## config.mk

```make
export PLATFORM = sky130hd
export DESIGN_NAME = ro_puf_seq_eval
export DESIGN_NICKNAME = d
export VERILOG_FILES = /design/src/rtl/ro_puf_pkg.sv /design/src/rtl/ro_puf_seq_eval_edge_counter.sv /design/src/rtl/ro_puf_seq_eval.sv
export SDC_FILE = /design/constraint.sdc
export NUM_CORES = 1
export LEC_CHECK = 0
export ABC_CLOCK_PERIOD_IN_PS = 3900
export BUFFER_PORTS_ARGS = -buffer_cell sky130_fd_sc_hd__buf_2
export CORE_MARGIN = 5
export CORE_UTILIZATION = 52
export CTS_CLUSTER_SIZE = 12
export DETAILED_ROUTE_END_ITERATION = 6
export PLACE_DENSITY = 0.81
export SYNTH_ARGS = -nofsm -noshare
export SYNTH_HDL_FRONTEND = slang
export SYNTH_HIERARCHICAL = 1
export SYNTH_SLANG_ARGS = --single-unit
```

## constraint.sdc

```tcl
create_clock -name clk -period 3.9 [get_ports clk]
set_clock_uncertainty 0.05 [all_clocks]
set_input_delay 0.195 -clock clk [delete_from_list [all_inputs] [get_ports clk]]
set_output_delay 0.195 -clock clk [all_outputs]
set_load 0.02 [all_outputs]
```

## src/rtl/ro_puf_pkg.sv

```systemverilog
// -----------------------------------------------------------------------------
// ro_puf_pkg
// Shared types and constants for the sequential ring-oscillator PUF evaluator.
//   state_e      : evaluator FSM states
//   MODE_RACE    : first counter to reach the target decides the bit
//   MODE_WINDOW  : counts over a fixed window are compared
//   race_outcome : maps the two "target reached" flags to {bit, tie}
// -----------------------------------------------------------------------------
package ro_puf_pkg;

   typedef enum logic [2:0] {
      IDLE    = 3'd0,
      SETTLE  = 3'd1,
      MEASURE = 3'd2,
      COMPARE = 3'd3,
      DONE    = 3'd4
   } state_e;

   localparam logic MODE_RACE   = 1'b0;
   localparam logic MODE_WINDOW = 1'b1;

   // Returns {response_bit, tie_flag} for a race. Neither flag set means the
   // measurement ended on the timeout.
   function automatic logic [1:0] race_outcome(input logic reach_a, input logic reach_b);
      logic [1:0] res;
      case ({reach_a, reach_b})
         2'b11:   res = 2'b11;
         2'b10:   res = 2'b10;
         2'b01:   res = 2'b00;
         2'b00:   res = 2'b01;
         default: res = 2'b01;
      endcase
      return res;
   endfunction

endpackage

```

## src/rtl/ro_puf_seq_eval_edge_counter.sv

```systemverilog
// -----------------------------------------------------------------------------
// ro_edge_counter
// Brings one asynchronous ring-oscillator output into the clk domain through a
// two-flop synchroniser, detects rising edges and counts them in a saturating
// counter.
//   clk, reset : system clock, asynchronous active-high reset
//   ro_in      : asynchronous RO output (already selected by the caller)
//   clear      : synchronous clear of the counter (synchroniser keeps running)
//   count_en   : detected edges are counted only while this is high
//   count      : current edge count, saturates at all-ones
// -----------------------------------------------------------------------------
module ro_edge_counter
   import ro_puf_pkg::*;
#(
   parameter int CNT_W = 22
) (
   input  logic             clk,
   input  logic             reset,
   input  logic             ro_in,
   input  logic             clear,
   input  logic             count_en,
   output logic [CNT_W-1:0] count
);

   // sync_q[0] may go metastable, sync_q[1] is the synchronised level,
   // sync_q[2] is the previous synchronised level used for edge detection.
   logic [2:0]       sync_q;
   logic [2:0]       sync_d;
   logic [CNT_W-1:0] cnt_q;
   logic [CNT_W-1:0] cnt_d;
   logic             rise_s;

   // Synchroniser shift and rising-edge detect
   always_comb begin
      sync_d = {sync_q[1:0], ro_in};
      rise_s = sync_q[1] & ~sync_q[2];
   end

   // Saturating edge counter next state
   always_comb begin
      cnt_d = cnt_q;
      if (clear) begin
         cnt_d = '0;
      end else if (count_en && rise_s && (cnt_q != {CNT_W{1'b1}})) begin
         cnt_d = cnt_q + CNT_W'(1);
      end else begin
         cnt_d = cnt_q;
      end
   end

   // Synchroniser and counter registers
   always_ff @(posedge clk or posedge reset) begin
      if (reset) begin
         sync_q <= 3'b000;
         cnt_q  <= '0;
      end else begin
         sync_q <= sync_d;
         cnt_q  <= cnt_d;
      end
   end

   assign count = cnt_q;

endmodule

```

## src/rtl/ro_puf_seq_eval.sv

```systemverilog
// -----------------------------------------------------------------------------
// ro_puf_seq_eval
// Sequential ring-oscillator PUF evaluator. One pair of edge counters is
// time-multiplexed over RESP_BITS response bits. For bit i the RO selected in
// each bank is (challenge base + i) mod N_RO. Each bit goes through
// SETTLE -> MEASURE -> COMPARE; after the last bit a one-cycle DONE state
// drops busy/ro_en and pulses done.
//   clk, reset  : system clock, asynchronous active-high reset
//   start       : begin an evaluation (accepted in IDLE only)
//   mode        : 0 = race, 1 = window (latched at start)
//   challenge   : [SEL_W-1:0] bank A base, [2*SEL_W-1:SEL_W] bank B base
//   target      : race terminal count (latched)
//   window_len  : window length, or race timeout (latched)
//   ro_a, ro_b  : asynchronous RO bank outputs
//   ro_en       : RO bank enable
//   busy, done  : handshake; done is a one-cycle pulse
//   response    : response bits, held until the next accepted start
//   tie_mask    : per-bit tie / timeout flags
// -----------------------------------------------------------------------------
module ro_puf_seq_eval
   import ro_puf_pkg::*;
#(
   parameter int N_RO       = 16,
   parameter int SEL_W      = 4,
   parameter int RESP_BITS  = 8,
   parameter int CNT_W      = 22,
   parameter int WIN_W      = 24,
   parameter int SETTLE_CYC = 16
) (
   input  logic                 clk,
   input  logic                 reset,
   input  logic                 start,
   input  logic                 mode,
   input  logic [2*SEL_W-1:0]   challenge,
   input  logic [CNT_W-1:0]     target,
   input  logic [WIN_W-1:0]     window_len,
   input  logic [N_RO-1:0]      ro_a,
   input  logic [N_RO-1:0]      ro_b,
   output logic                 ro_en,
   output logic                 busy,
   output logic                 done,
   output logic [RESP_BITS-1:0] response,
   output logic [RESP_BITS-1:0] tie_mask
);

   localparam int BIT_W = (RESP_BITS > 1) ? $clog2(RESP_BITS) : 1;
   localparam int SET_W = (SETTLE_CYC > 1) ? $clog2(SETTLE_CYC) : 1;

   state_e               state_q,    state_d;
   logic                 mode_q,     mode_d;
   logic [SEL_W-1:0]     chal_a_q,   chal_a_d;
   logic [SEL_W-1:0]     chal_b_q,   chal_b_d;
   logic [CNT_W-1:0]     target_q,   target_d;
   logic [WIN_W-1:0]     win_len_q,  win_len_d;
   logic [BIT_W-1:0]     bit_q,      bit_d;
   logic [SET_W-1:0]     settle_q,   settle_d;
   logic [WIN_W-1:0]     win_q,      win_d;
   logic                 busy_q,     busy_d;
   logic                 done_q,     done_d;
   logic                 ro_en_q,    ro_en_d;
   logic [RESP_BITS-1:0] response_q, response_d;
   logic [RESP_BITS-1:0] tie_q,      tie_d;

   logic [SEL_W-1:0]     sel_a_s;
   logic [SEL_W-1:0]     sel_b_s;
   logic                 ro_a_sel_s;
   logic                 ro_b_sel_s;
   logic [CNT_W-1:0]     cnt_a_s;
   logic [CNT_W-1:0]     cnt_b_s;
   logic                 reach_a_s;
   logic                 reach_b_s;
   logic                 timeout_s;
   logic                 win_last_s;
   logic                 measure_exit_s;
   logic                 count_en_s;
   logic                 clear_s;
   logic                 settle_last_s;
   logic                 cmp_bit_s;
   logic                 cmp_tie_s;

   // RO selection: SEL_W-bit addition gives the mod-N_RO wrap for free
   always_comb begin
      sel_a_s    = chal_a_q + SEL_W'(bit_q);
      sel_b_s    = chal_b_q + SEL_W'(bit_q);
      ro_a_sel_s = ro_a[sel_a_s];
      ro_b_sel_s = ro_b[sel_b_s];
   end

   // Measurement-phase status and counter control
   always_comb begin
      reach_a_s     = (cnt_a_s >= target_q);
      reach_b_s     = (cnt_b_s >= target_q);
      timeout_s     = (win_q == win_len_q);
      win_last_s    = ((win_q + WIN_W'(1)) == win_len_q);
      settle_last_s = (settle_q == SET_W'(SETTLE_CYC - 1));
      if (mode_q == MODE_WINDOW) begin
         measure_exit_s = win_last_s;
      end else begin
         measure_exit_s = reach_a_s | reach_b_s | timeout_s;
      end
      // In race mode counting stops in the exit cycle so a late edge on the
      // losing bank cannot turn a clean win into a false tie. In window mode
      // the exit cycle is the last counting cycle of the window.
      if (state_q == MEASURE) begin
         count_en_s = (mode_q == MODE_WINDOW) | ~measure_exit_s;
      end else begin
         count_en_s = 1'b0;
      end
      clear_s = (state_q == IDLE) || (state_q == SETTLE);
   end

   // Bit decision evaluated on the frozen counts during COMPARE
   always_comb begin
      cmp_bit_s = 1'b0;
      cmp_tie_s = 1'b0;
      if (mode_q == MODE_WINDOW) begin
         cmp_bit_s = (cnt_a_s > cnt_b_s);
         cmp_tie_s = (cnt_a_s == cnt_b_s);
      end else begin
         {cmp_bit_s, cmp_tie_s} = race_outcome(reach_a_s, reach_b_s);
      end
   end

   ro_edge_counter #(.CNT_W(CNT_W)) u_cnt_a (
      .clk      (clk),
      .reset    (reset),
      .ro_in    (ro_a_sel_s),
      .clear    (clear_s),
      .count_en (count_en_s),
      .count    (cnt_a_s)
   );

   ro_edge_counter #(.CNT_W(CNT_W)) u_cnt_b (
      .clk      (clk),
      .reset    (reset),
      .ro_in    (ro_b_sel_s),
      .clear    (clear_s),
      .count_en (count_en_s),
      .count    (cnt_b_s)
   );

   // FSM next state and registered-output next values
   always_comb begin
      state_d    = state_q;
      mode_d     = mode_q;
      chal_a_d   = chal_a_q;
      chal_b_d   = chal_b_q;
      target_d   = target_q;
      win_len_d  = win_len_q;
      bit_d      = bit_q;
      settle_d   = settle_q;
      win_d      = win_q;
      busy_d     = busy_q;
      done_d     = 1'b0;
      ro_en_d    = ro_en_q;
      response_d = response_q;
      tie_d      = tie_q;

      case (state_q)
         IDLE: begin
            settle_d = '0;
            win_d    = '0;
            if (start) begin
               mode_d     = mode;
               chal_a_d   = challenge[SEL_W-1:0];
               chal_b_d   = challenge[2*SEL_W-1:SEL_W];
               target_d   = target;
               win_len_d  = window_len;
               bit_d      = '0;
               busy_d     = 1'b1;
               ro_en_d    = 1'b1;
               response_d = '0;
               tie_d      = '0;
               state_d    = SETTLE;
            end else begin
               state_d = IDLE;
            end
         end

         SETTLE: begin
            win_d = '0;
            if (settle_last_s) begin
               settle_d = '0;
               // A zero-length window has no counting cycles at all
               if ((mode_q == MODE_WINDOW) && (win_len_q == '0)) begin
                  state_d = COMPARE;
               end else begin
                  state_d = MEASURE;
               end
            end else begin
               settle_d = settle_q + SET_W'(1);
               state_d  = SETTLE;
            end
         end

         MEASURE: begin
            if (measure_exit_s) begin
               state_d = COMPARE;
            end else begin
               win_d   = win_q + WIN_W'(1);
               state_d = MEASURE;
            end
         end

         COMPARE: begin
            response_d[bit_q] = cmp_bit_s;
            tie_d[bit_q]      = cmp_tie_s;
            win_d             = '0;
            settle_d          = '0;
            if (bit_q == BIT_W'(RESP_BITS - 1)) begin
               state_d = DONE;
            end else begin
               bit_d   = bit_q + BIT_W'(1);
               state_d = SETTLE;
            end
         end

         DONE: begin
            done_d  = 1'b1;
            busy_d  = 1'b0;
            ro_en_d = 1'b0;
            state_d = IDLE;
         end

         default: begin
            busy_d  = 1'b0;
            ro_en_d = 1'b0;
            state_d = IDLE;
         end
      endcase
   end

   // State and registered outputs
   always_ff @(posedge clk or posedge reset) begin
      if (reset) begin
         state_q    <= IDLE;
         mode_q     <= MODE_RACE;
         chal_a_q   <= '0;
         chal_b_q   <= '0;
         target_q   <= '0;
         win_len_q  <= '0;
         bit_q      <= '0;
         settle_q   <= '0;
         win_q      <= '0;
         busy_q     <= 1'b0;
         done_q     <= 1'b0;
         ro_en_q    <= 1'b0;
         response_q <= '0;
         tie_q      <= '0;
      end else begin
         state_q    <= state_d;
         mode_q     <= mode_d;
         chal_a_q   <= chal_a_d;
         chal_b_q   <= chal_b_d;
         target_q   <= target_d;
         win_len_q  <= win_len_d;
         bit_q      <= bit_d;
         settle_q   <= settle_d;
         win_q      <= win_d;
         busy_q     <= busy_d;
         done_q     <= done_d;
         ro_en_q    <= ro_en_d;
         response_q <= response_d;
         tie_q      <= tie_d;
      end
   end

   assign ro_en    = ro_en_q;
   assign busy     = busy_q;
   assign done     = done_q;
   assign response = response_q;
   assign tie_mask = tie_q;

endmodule
```

Word-level counts from Yosys, hierarchy flattened
Index checks and enable logic that the tools add are counted.
{ "word_totals": {"regBits": 157, "in_bits": 90, "output_inout_bits": 19, "elab_cells": 116} }
{ "op_classes": {"add_sub_neg": 7, "magnitude_cmp": 7, "n_eq_ne": 17, "n_mux": 36, "bitwise": 9, "n_reduce_logical": 23} }
{ "ops": {"columns": ["cell", "n"], "rows": [
  ["$mux 22", 4],
  ["$eq 24x24->1", 2],
  ["$pmux 24 s2", 1],
  ["$add 22x1->22 const B", 2],
  ["$ge 22x22->1", 2],
  ["$ne 22x22->1 const B", 2],
  ["$pmux 8 s2", 2],
  ["$add 24x1->24 const B", 1],
  ["$logic_not 24->1", 1],
  ["$mux 24", 1],
  ["$eq 22x22->1", 1],
  ["$gt 22x22->1", 1],
  ["$bwmux 8", 2],
  ["$mux 1", 12],
  ["$mux 3", 4],
  ["$pmux 3 s4", 1],
  ["$lt 4x5->1 const B", 2],
  ["$reduce_bool 2->1", 5],
  ["$add 4x3->4", 2],
  ["$bmux 1 s4", 2],
  ["$mux 8", 1],
  ["$pmux 2 s4", 1],
  ["$pmux 4 s2", 1],
  ["$reduce_and 2->1", 4],
  ["other kinds (25)", 42]
]} }

Longest topological paths before layout
Gate-level depths: netlist (run 1).
{ "depth": {"word_depth": 11, "ltp_mapped": 19, "ltp_nobuf": 18} }

Modules after synthesis
Netlist (run 1), hierarchy kept.
{ "modules_own_cells": {"columns": ["module", "instances", "cells_per_inst", "area_each_um2", "seq_area_each_um2"], "rows": [
  ["ro_puf_seq_eval", 1, 876, 7676.1, 2677.6],
  ["ro_edge_counter", 2, 135, 1292.5, 625.6]
]} }

Worst setup path after synthesis (run 1)
No wires, ideal clock.
{ "synth_path": {"kind": "flip-flop to flip-flop", "start": "register u_cnt_b.cnt_q[3] (netlist: u_cnt_b/count[3])", "end": "register u_cnt_b.cnt_q[12] (netlist: u_cnt_b/count[12])", "setup_ps": 78, "arrival_time_ps": 3482, "required_time_ps": 3772, "path_slack_ps": 290, "path_stages_with_launch": 18, "n_path_buf": 1, "synth_period_minus_slack_ps": 3610, "cell_sequence": "dfrtp_1 -> ha_1 -> a21o_1 -> a21oi_1 -> o221ai_1 -> a221oi_1 -> o21a_1 -> o21ai_0 -> nand2b_1 -> and4b_1 -> ha_1 -> a21oi_1 -> nor2_1 -> nand3b_1 -> or4_1 -> buf_2 -> or3_1 -> a21oi_1"} }
{ "synth_via": {"elab_chain_cells": 10, "word_cells_on_any_way": 14, "classes_between": "1 x add/sub; 1 x order compare; 1 x eq/ne; 4 x mux; 4 x bitwise; 3 x reduce/logical"} }
{ "synth_lines": {"columns": ["item", "line", "text"], "rows": [
  ["from (decl)", "ro_puf_seq_eval_edge_counter.sv:29", "logic [CNT_W-1:0] cnt_q;"],
  ["from (signal assigned)", "ro_puf_seq_eval_edge_counter.sv:58", "cnt_q <= cnt_d;"],
  ["$ge 22x22->1", "ro_puf_seq_eval.sv:92", "reach_b_s = (cnt_b_s >= target_q);"],
  ["$or 1x1->1 (2 in a row)", "ro_puf_seq_eval.sv:99", "measure_exit_s = reach_a_s | reach_b_s | timeout_s;"],
  ["$mux 1", "ro_puf_seq_eval.sv:96", "if (mode_q == MODE_WINDOW) begin"],
  ["$not 1->1", "ro_puf_seq_eval.sv:105", "count_en_s = (mode_q == MODE_WINDOW) | ~measure_exit_s;"],
  ["$or 1x1->1", "ro_puf_seq_eval.sv:105", null],
  ["$mux 1", "ro_puf_seq_eval.sv:104", "if (state_q == MEASURE) begin"],
  ["via count_en_s", "ro_puf_seq_eval.sv:75", "logic count_en_s;"],
  ["$logic_and 1x1->1 (2 in a row)", "ro_puf_seq_eval_edge_counter.sv:44", "end else if (count_en && rise_s && (cnt_q != {CNT_W{1'b1}})) begin"],
  ["$reduce_bool 2->1 (no line)", null, null]
]} }
The timed path passes the listed nets, and every way through them passes these cells. The select of a mux whose other input is x is not followed.
A chain may end at the register's enable or synchronous reset.

Worst setup path in the final report (run 1)
{ "layout_path": {"start": "register target_q[3]", "end": "register u_cnt_b.cnt_q[13] (netlist: u_cnt_b/count[13])"} }
{ "layout_via": {"elab_chain_cells": 10, "word_cells_on_any_way": 11, "classes_between": "2 x order compare; 2 x mux; 4 x bitwise; 3 x reduce/logical"} }
{ "layout_lines": {"columns": ["item", "line", "text"], "rows": [
  ["from (decl)", "ro_puf_seq_eval.sv:53", "logic [CNT_W-1:0] target_q, target_d;"],
  ["from (signal assigned)", "ro_puf_seq_eval.sv:255", "target_q <= target_d;"],
  ["$ge 22x22->1, on equally long branches", "ro_puf_seq_eval.sv:91, ro_puf_seq_eval.sv:92", null],
  ["$or 1x1->1 * (2 in a row)", "ro_puf_seq_eval.sv:99", null],
  ["$mux 1 *", "ro_puf_seq_eval.sv:96", null],
  ["$not 1->1 *", "ro_puf_seq_eval.sv:105", null],
  ["$or 1x1->1 *", "ro_puf_seq_eval.sv:105", null],
  ["$mux 1 *", "ro_puf_seq_eval.sv:104", null],
  ["via count_en_s", "ro_puf_seq_eval.sv:75", null],
  ["$logic_and 1x1->1 * (2 in a row)", "ro_puf_seq_eval_edge_counter.sv:44", null],
  ["$reduce_bool 2->1 (no line) *", null, null]
]} }
The timed path passes the listed nets; every way through them passes the cells marked *.

==> results of run 1 <==
-- final timing paths --
kind / slack, ns / cells past startpoint / to / from
worst min-delay path: 0.02 / 3 / target_q[0] / target[0]
max in group asynchronous: 2.52 / 4 / win_len_q[17] / reset
min in group asynchronous: 0.38 / 3 / target_q[4] / reset
worst min register to register: 0.30 / 0 / u_cnt_a/sync_q[1] / u_cnt_a/sync_q[0]
worst max register to register: 0.11 / 19 / u_cnt_b/count[13] / target_q[3]
worst max-delay path: 0.11 / 19 / u_cnt_b/count[13] / target_q[3]
-- cell usage in the layout, fill, tap and decap left out, types with 6 or more instances in the layout --
master and instances:
sky130_fd_sc_hd__xnor2_1 38, sky130_fd_sc_hd__or2_2 8, sky130_fd_sc_hd__nand2b_1 11, sky130_fd_sc_hd__or4_1 28, sky130_fd_sc_hd__nor3b_1 6, sky130_fd_sc_hd__nand2_1 185
sky130_fd_sc_hd__inv_6 6, sky130_fd_sc_hd__ha_1 79, sky130_fd_sc_hd__mux4_2 10, sky130_fd_sc_hd__nor3_1 18, sky130_fd_sc_hd__nor2_1 56, sky130_fd_sc_hd__nor2b_1 8
sky130_fd_sc_hd__buf_4 53, sky130_fd_sc_hd__inv_1 66, sky130_fd_sc_hd__a21oi_1 44, sky130_fd_sc_hd__mux2i_1 9, sky130_fd_sc_hd__dfrtp_1 157, sky130_fd_sc_hd__mux2_2 7
sky130_fd_sc_hd__a21oi_2 7, sky130_fd_sc_hd__buf_2 108, sky130_fd_sc_hd__o21ai_0 47, sky130_fd_sc_hd__dlygate4sd3_1 55, sky130_fd_sc_hd__nor4_1 18, sky130_fd_sc_hd__and4_1 9
sky130_fd_sc_hd__a211oi_1 10, sky130_fd_sc_hd__clkbuf_16 17, sky130_fd_sc_hd__or3_1 11, sky130_fd_sc_hd__a21o_1 25, sky130_fd_sc_hd__xor2_1 25, sky130_fd_sc_hd__nand4_1 29
sky130_fd_sc_hd__nor3_2 7, sky130_fd_sc_hd__nand3_1 56, sky130_fd_sc_hd__o211ai_1 27
-- per-layer routing --
layer	track usage, %	share of wire (%)	vias up
met2	42.5	47	448
met1	35.6	42	4531
met3	4.73	7.4	84
met5	0	0	-
li1	-	-	4501
met4	11.9	3.7	0
-- power groups by stage --
stage	Clock, mW	Sequential, mW	Combinational [mW]
3_3_place_gp	0	2.35	1.94
6_report	1.83	2.35	2.16
2_1_floorplan	0	2.29	1.44
4_1_cts	1.84	2.34	2.08
5_1_grt	1.93	2.39	2.40
3_5_place_dp	0	2.36	2.02
-- flip-flops by register name, summed over array words and instances (netlist names), 8 cells and up --
name,cells
response,8
target_q,22
tie_mask,8
u_cnt_a/count,22
u_cnt_b/count,22
win_len_q,24
win_q,24
-- per-stage QoR --
| stage | power [mW] | instance area, µm² | setup slack [ns] | hold WS [ns] |
|---|---|---|---|---|
| after CTS | 6.26 | 12500 | 0.0162 | 0.0333 |
| final | 6.34 | 12700 | 0.115 | 0.0170 |
| after floorplan | 3.73 | 10300 | 0.290 | 0.172 |
| after detailed placement | 4.38 | 11300 | -0.224 | 0.287 |
| after global routing | 6.72 | 12700 | -0.0390 | 0.0135 |
| after global placement | 4.29 | 11300 | 0.0329 | 0.284 |
-- critical path: cells and delay by family, from the launching register on --
kind                       cells  cell delay (ns)
AOI/OAI and AO/OA              9             1.44
xor gates and xnor gates       1             0.15
adders and majority gates      2             0.46
buffers and inverters          2             0.27
DFF                            1             0.37
and+or+nand+nor                5             0.94
-- layout make-up --
class                      instances  area share [%]
sequential                       157            31.0
clock buffer                      18            3.46
inverter                          70            2.09
clock inverter                    14            1.60
timing repair buffer             217            11.8
tap                              265            2.61
multi-input combinational        867            47.4
-- kinds of logic after synthesis --
| family | share of synthesized area [%] |
|---|---|
| compound gates | 13.4 |
| mux | 3.84 |
| simple gates | 23.8 |
| flops | 38.3 |
| fa+ha+maj | 10.3 |
| buf+inv | 4.78 |
| xor+xnor | 5.60 |
-- what timing repair did --
action                                  4_1_cts  5_1_grt
hold endpoints to repair                    104        0
pin swaps                                     2       10
buffers inserted                              0        7
hold buffers                                 55        0
endpoints found under the setup margin       22       53
gates resized for setup                       8       29
cloned                                        0        0
==> flow_summary_export.csv, run 1 <==
group,metric,value,unit
outcome,outcome,"finished clean",
critical_path,critical-path-top-cell-by-count,"sky130_fd_sc_hd__a21oi_2",
synthesis,synth.top_cell.area_share,38.3,%
route,initialDrtViolationCount,703,
critical_path,cp-end-kind,"register",
grt,grt_usage,26.6,%
synthesis,synth.area.top_cells,"sky130_fd_sc_hd__dfrtp_1 (38%), sky130_fd_sc_hd__ha_1 (9.9%), sky130_fd_sc_hd__nand2_1 (6.8%), sky130_fd_sc_hd__xnor2_1 (3.2%), sky130_fd_sc_hd__nand3_1 (2.7%)",
cells_and_area,finish.utilization,65.2,%
route,routed_wire_length_per_instance,18.2,µm
power_and_ir_drop,pwr-share-comb,34.1,%
synthesis,yosys.area.top_type,"sky130_fd_sc_hd__dfrtp_1",
clocking,clkSinkCount,157,
sta,period_share,97.1,%
synthesis,syn-cell-area,10300,µm²
cells_and_area,nNetsFinal,1503,
route,routed_wl,29.3,mm
placement,place.detailed.instances,1514,
clocking,cts_made_buffers,17,
critical_path,cp_cell_sequence,"inv_2 -> ha_1 -> a21o_1 -> a21oi_2 -> o221ai_2 -> a221oi_2 -> o21ai_1 -> a21oi_2 -> nor3_2 -> o22ai_1 -> ha_2 -> a21oi_2 -> nor2_4 -> nand3b_1 -> buf_4 -> or4_4 -> a211oi_2 -> xnor2_1 -> nor2_1",
floorplanning,rows,51,
floorplanning,core_area,19500,µm²
power_and_ir_drop,peak_ir_drop_on_the_vdd_network,0.412,mV
synthesis,synth-seq-cells,157,
synthesis,yosys.cell_count.top_type,"sky130_fd_sc_hd__nand2_1",
floorplanning,die_h,150,µm
power_and_ir_drop,p_leak,5.83,nW
synthesis,synth_cell_types,65,
critical_path,worstSetupStartpointType,"register",
sta,slew_headroom,30.3,%
critical_path,critPathArrivalTime,4.03,ns
power_and_ir_drop,clock_power_share,28.8,%
floorplanning,initial_standard_cell_utilization_of_the_core,52.7,%
sta,fin_setup_tns,0,ns
sta,finalSetupViolCount,0,
route,ant_nets,0,
synthesis,synth-async-reset-ratio,100,%
critical_path,cp.required,4.15,ns
grt,largest_net_degree_at_the_start_of_global_routing,82,
power_and_ir_drop,internal-power,4.04,mW
flow_run,max_cap_viol_count,0,
sta,fmax,264,MHz
sta,max_slew.worst_pin.slew,1.04,ns
floorplanning,die_area,22600,µm²
synthesis,postSynthAreaPerCell,8.95,µm²
clocking,cts_root_buf,"sky130_fd_sc_hd__clkbuf_16",
sta,final_report_max_slew_violation_count,0,
clocking,cts_tree,"yes",
grt,grt_pass1_wl,48.0,mm
route,dr_total_vias,9564,
clocking,worst_skew_pair.late_latency,0.43,ns
placement,gp_routability_congestion,0.919,
power_and_ir_drop,power.density_cell_area,500,nW/µm²
floorplanning,die-width,150,µm
synthesis,yosysWarnings,6,
synthesis,synth_seq_area_share,38.3,%
grt,grt_pass1_vias,9502,
route,avgViaCountPerCell,5.95,
cells_and_area,share_of_layout_cells_above_drive_strength_1,19.7,%
synthesis,synth_edf_count,0,
critical_path,crit_slowest_cell,"sky130_fd_sc_hd__or4_4",
route,drcViolationCount,0,
sta,report.final.hold_viol_count,0,
grt,number_of_antenna_violations_at_the_first_check_in_global_routing,0,
critical_path,crit_type,"register to register",
clocking,worst_setup_hold_path_clk_slew,0.07,ns
sta,period_minus_slack,3.79,ns
critical_path,crit_fanout,4,
critical_path,worst_path_largest_cell_delay,0.48,ns
hold_path,worstHoldPathType,"input port to register",
cells_and_area,n_fill_cell,1463,
power_and_ir_drop,power.switching_fraction,36.4,%
synthesis,ys_top_cells_by_count,"sky130_fd_sc_hd__nand2_1 (185), sky130_fd_sc_hd__dfrtp_1 (157), sky130_fd_sc_hd__ha_1 (81)",
cells_and_area,instances_no_fill,1608,
floorplanning,ioPinCount,109,
cells_and_area,area_of_the_multi_input_gates,6020,µm²
placement,io_buffers,108,
synthesis,synth_top_flop_cell,"sky130_fd_sc_hd__dfrtp_1",
cells_and_area,regArea,3930,µm²
cells_and_area,antenna-diode-count,0,
route,detailedRoute.firstPassIterationCount,6,
clocking,cts.htree.levels,4,
cells_and_area,flow.area_growth_from_synthesis,23.6,%
grt,global_route.overflow_total,0,
synthesis,postSynthCellCount,1146,
power_and_ir_drop,part_of_the_total_power_dissipated_in_sequential_elements,37.1,%
placement,dp.final_hpwl,20.2,mm
synthesis,synthesis.nets,1319,
power_and_ir_drop,switching_power,2.31,mW
clocking,cts_buffer_depth,2,
No activity file was read; power rests on OpenSTA's default activity.
==> inputs of run 2 (changes only) <==
--- a/config.mk
+++ b/config.mk
@@ -5,13 +5,14 @@
 export SDC_FILE = /design/constraint.sdc
 export NUM_CORES = 1
 export LEC_CHECK = 0
+export ABC_AREA = 1
 export ABC_CLOCK_PERIOD_IN_PS = 3900
 export BUFFER_PORTS_ARGS = -buffer_cell sky130_fd_sc_hd__buf_2
 export CORE_MARGIN = 5
 export CORE_UTILIZATION = 52
 export CTS_CLUSTER_SIZE = 12
 export DETAILED_ROUTE_END_ITERATION = 6
-export PLACE_DENSITY = 0.81
+export PLACE_DENSITY = 0.8
 export SYNTH_ARGS = -nofsm -noshare
 export SYNTH_HDL_FRONTEND = slang
 export SYNTH_HIERARCHICAL = 1
==> flow_summary_export.csv, run 2 <==
group,metric,value,unit
sta,timing.hold.ws,0.0158,ns
clocking,cts_buffer_depth,2,
clocking,cts.htree.levels,4,
critical_path,regToRegEndpoint,"u_cnt_b/count[8]",
route,detailedRoute.firstPassIterationCount,7,
floorplanning,rows,54,
floorplanning,initial_standard_cell_utilization_of_the_core,52.6,%
hold_path,hold_path.startpoint,"target[1]",
route,routed_wl,31.1,mm
placement,io_buffers,108,
placement,dp.final_hpwl,22.6,mm
synthesis,synthesis.nets,1768,
route,avgViaCountPerCell,5.43,
route,initialDrtViolationCount,1003,
grt,largest_net_degree_at_the_start_of_global_routing,68,
cells_and_area,n_fill_cell,1875,
sta,max_slew.worst_pin.slew,1.17,ns
grt,global_route.overflow_total,0,
cells_and_area,final_common_cell,"sky130_fd_sc_hd__nand2_1",
cells_and_area,most_frequent_cells_in_the_layout,"sky130_fd_sc_hd__nand2_1 (461), sky130_fd_sc_hd__inv_1 (194), sky130_fd_sc_hd__nor2_1 (168)",
route,ant_nets,0,
cells_and_area,stdcell_area,13300,µm²
synthesis,yosys.area.top_type,"sky130_fd_sc_hd__dfrtp_1",
synthesis,yosys.cell_count.top_type,"sky130_fd_sc_hd__nand2_1",
clocking,post_cts_resize_count,0,
cells_and_area,instances_no_fill,2039,
sta,final_report_max_slew_violation_count,0,
cells_and_area,largest_registers,"win_len_q x24, win_q x24",
critical_path,crit_fanout,15,
sta,finalSetupViolCount,0,
clocking,cts_made_buffers,17,
floorplanning,die-width,158,µm
cells_and_area,antenna-diode-count,0,
sta,slew_headroom,21.7,%
synthesis,syn-cell-area,11400,µm²
critical_path,critPathArrivalTime,3.78,ns
critical_path,worstSetupStartpointType,"register",
critical_path,crit_type,"register to register",
sta,report.final.hold_viol_count,0,
floorplanning,ioPinCount,109,
critical_path,worst_r2r_path_depth,24,
sta,fin_setup_tns,0,ns
synthesis,yosysWarnings,6,
cells_and_area,nNetsFinal,1919,
synthesis,synth_cell_types,47,
synthesis,synth_top_flop_cell,"sky130_fd_sc_hd__dfrtp_1",
floorplanning,core_area,21700,µm²
power_and_ir_drop,p_leak,6.61,nW
cells_and_area,flow.area_growth_from_synthesis,16.7,%
outcome,failed_checks,"design-rule violations",
sta,fmax,286,MHz
critical_path,timing.rr.start,"u_cnt_b/count[5]",
grt,number_of_antenna_violations_at_the_first_check_in_global_routing,1,
route,drcViolationCount,7,
cells_and_area,regArea,3930,µm²
power_and_ir_drop,power.density_cell_area,295,nW/µm²
hold_path,worstHoldPathType,"input port to register",
cells_and_area,area_of_the_multi_input_gates,6500,µm²
floorplanning,die_h,158,µm
clocking,post-cts-setup-buffers,0,
synthesis,synth_edf_count,0,
outcome,outcome,"finished, violations left",
placement,gp_routability_congestion,0.936,
synthesis,synth.area.top_cells,"sky130_fd_sc_hd__dfrtp_1 (34%), sky130_fd_sc_hd__nand2_1 (15%), sky130_fd_sc_hd__ha_1 (8.9%), sky130_fd_sc_hd__inv_1 (6.4%), sky130_fd_sc_hd__nor2_1 (5.5%)",
grt,grt_pass1_vias,10800,
sta,period_share,89.8,%
clocking,worst_skew_pair.late_latency,0.44,ns
route,dr_total_vias,11100,
synthesis,synth-seq-cells,157,
grt,grt_usage,25.5,%
clocking,cts_root_buf,"sky130_fd_sc_hd__clkbuf_16",
critical_path,cp-end-kind,"register",
placement,dpl-instance-area,12200,µm²
route,routed_wire_length_per_instance,15.3,µm
hold_path,hold-path-cell-count,3,
synthesis,ys_top_cells_by_count,"sky130_fd_sc_hd__nand2_1 (461), sky130_fd_sc_hd__inv_1 (196), sky130_fd_sc_hd__nor2_1 (168)",
synthesis,synth.top_cell.area_share,34.4,%
critical_path,cp.required,4.18,ns
sta,unrepaired_setup_endpoints_after_global_routing,"false",
clocking,cts_tree,"yes",
grt,grt_pass1_wl,51.4,mm
synthesis,synth-async-reset-ratio,100,%
placement,place.detailed.instances,1952,
clocking,clkSinkCount,157,
critical_path,reg2reg_slack,0.40,ns
synthesis,postSynthCellCount,1595,
hold_path,holdPathEnd,"target_q[1]",
floorplanning,die_area,25000,µm²
clocking,worst_setup_hold_path_clk_slew,0.07,ns
synthesis,postSynthAreaPerCell,7.16,µm²
synthesis,synth_seq_area_share,34.4,%
flow_run,max_cap_viol_count,0,
power_and_ir_drop,peak_ir_drop_on_the_vdd_network,0.221,mV
sta,period_minus_slack,3.50,ns
cells_and_area,share_of_layout_cells_above_drive_strength_1,12.4,%
-- run 2: cell count changes after synthesis, sizes merged, moves of 10 or more --
cell and delta:
nand2 +289, nor2 +128, inv +127, nand3 +91
o21ai +45, or4 -31, a21o -25, o211ai -21
xnor2 -17, nor4 -14, clkbuf -12, or3 -12
nand2b -11, mux4 -10
-- run 2: how the worst max path moves through the flow --
stage,startpoint,to,depth (start not counted)
floorplan,reset,bit_q[0],1
global placement,u_cnt_b/count[5],u_cnt_b/count[18],24
detailed placement,u_cnt_b/count[5],u_cnt_b/count[6],24
CTS,u_cnt_b/count[5],u_cnt_b/count[8],24
global route,u_cnt_b/count[5],u_cnt_a/count[11],24
finish,u_cnt_b/count[5],u_cnt_b/count[8],24
-- run 2: repair_timing --
action,4_1_cts,5_1_grt
endpoints found under the hold margin,119,0
hold buffers,55,0
setup endpoints to repair,0,0
-- run 2: cell families (layout without fill, tap and decap cells) --
family	count (synthesis)	in the layout	share of synthesized area (%)
multiplexers	4	4	0.351
flip-flops	157	157	34.4
buffers and inverters	242	406	8.68
AND/OR/NAND/NOR	879	879	34.7
AO/OA/AOI/OAI	178	178	8.61
adder cells (fa/ha/maj)	83	83	9.23
XOR/XNOR	52	52	3.99
-- run 2: cell type report --
class | instances | share of cell area, %
clock buffer | 17 | 3.19
clock inverter | 15 | 1.45
inverter | 199 | 5.64
multi-input combinational | 1196 | 48.7
sequential | 157 | 29.5
tap | 280 | 2.63
timing repair buffer | 175 | 8.86
-- run 2: power breakdown --
part,internal (mW),total [mW],switching [mW],leakage [nW]
Clock,0.930,1.75,0.819,0.305
Combinational,0.188,0.459,0.271,4.49
Sequential,1.66,1.72,0.0583,1.82
-- run 2: through the flow --
stage	power, mW	setup WS [ns]	utilization [%]
2_1_floorplan	1.99	0.838	-
3_3_place_gp	2.15	0.660	56.1
3_5_place_dp	2.16	0.528	56.1
4_1_cts	3.94	0.458	61.5
5_1_grt	4.09	0.0597	61.5
6_report	3.93	0.398	61.5
-- run 2: layer usage --
metal  track usage [%]  part of all wire [%]
met1              33.2                    43
met2              42.9                    47
met3              4.21                   6.4
met4              9.18                   3.0
met5                 0                 0.055
-- run 2: critical path: stages, from the launching register on --
cell	delay [ns]
sky130_fd_sc_hd__dfrtp_1	0.47
sky130_fd_sc_hd__ha_1	0.32
sky130_fd_sc_hd__nand2_1	0.10
sky130_fd_sc_hd__nor2_1	0.06
sky130_fd_sc_hd__o21ai_0	0.07
sky130_fd_sc_hd__o211ai_1	0.14
sky130_fd_sc_hd__nand2_1	0.08
sky130_fd_sc_hd__nand3_1	0.06
sky130_fd_sc_hd__nand2_1	0.07
sky130_fd_sc_hd__nand2_1	0.05
sky130_fd_sc_hd__nand2_1	0.07
sky130_fd_sc_hd__nand2_1	0.06
sky130_fd_sc_hd__nand2_1	0.05
sky130_fd_sc_hd__nand2_1	0.04
sky130_fd_sc_hd__nor2_1	0.22
sky130_fd_sc_hd__ha_1	0.22
sky130_fd_sc_hd__nand2_1	0.08
sky130_fd_sc_hd__a21oi_1	0.22
sky130_fd_sc_hd__nand2_1	0.16
sky130_fd_sc_hd__inv_1	0.12
sky130_fd_sc_hd__nand2_4	0.08
sky130_fd_sc_hd__nand2_4	0.16
sky130_fd_sc_hd__clkinv_2	0.23
sky130_fd_sc_hd__nand2_1	0.13
sky130_fd_sc_hd__nand2_1	0.05
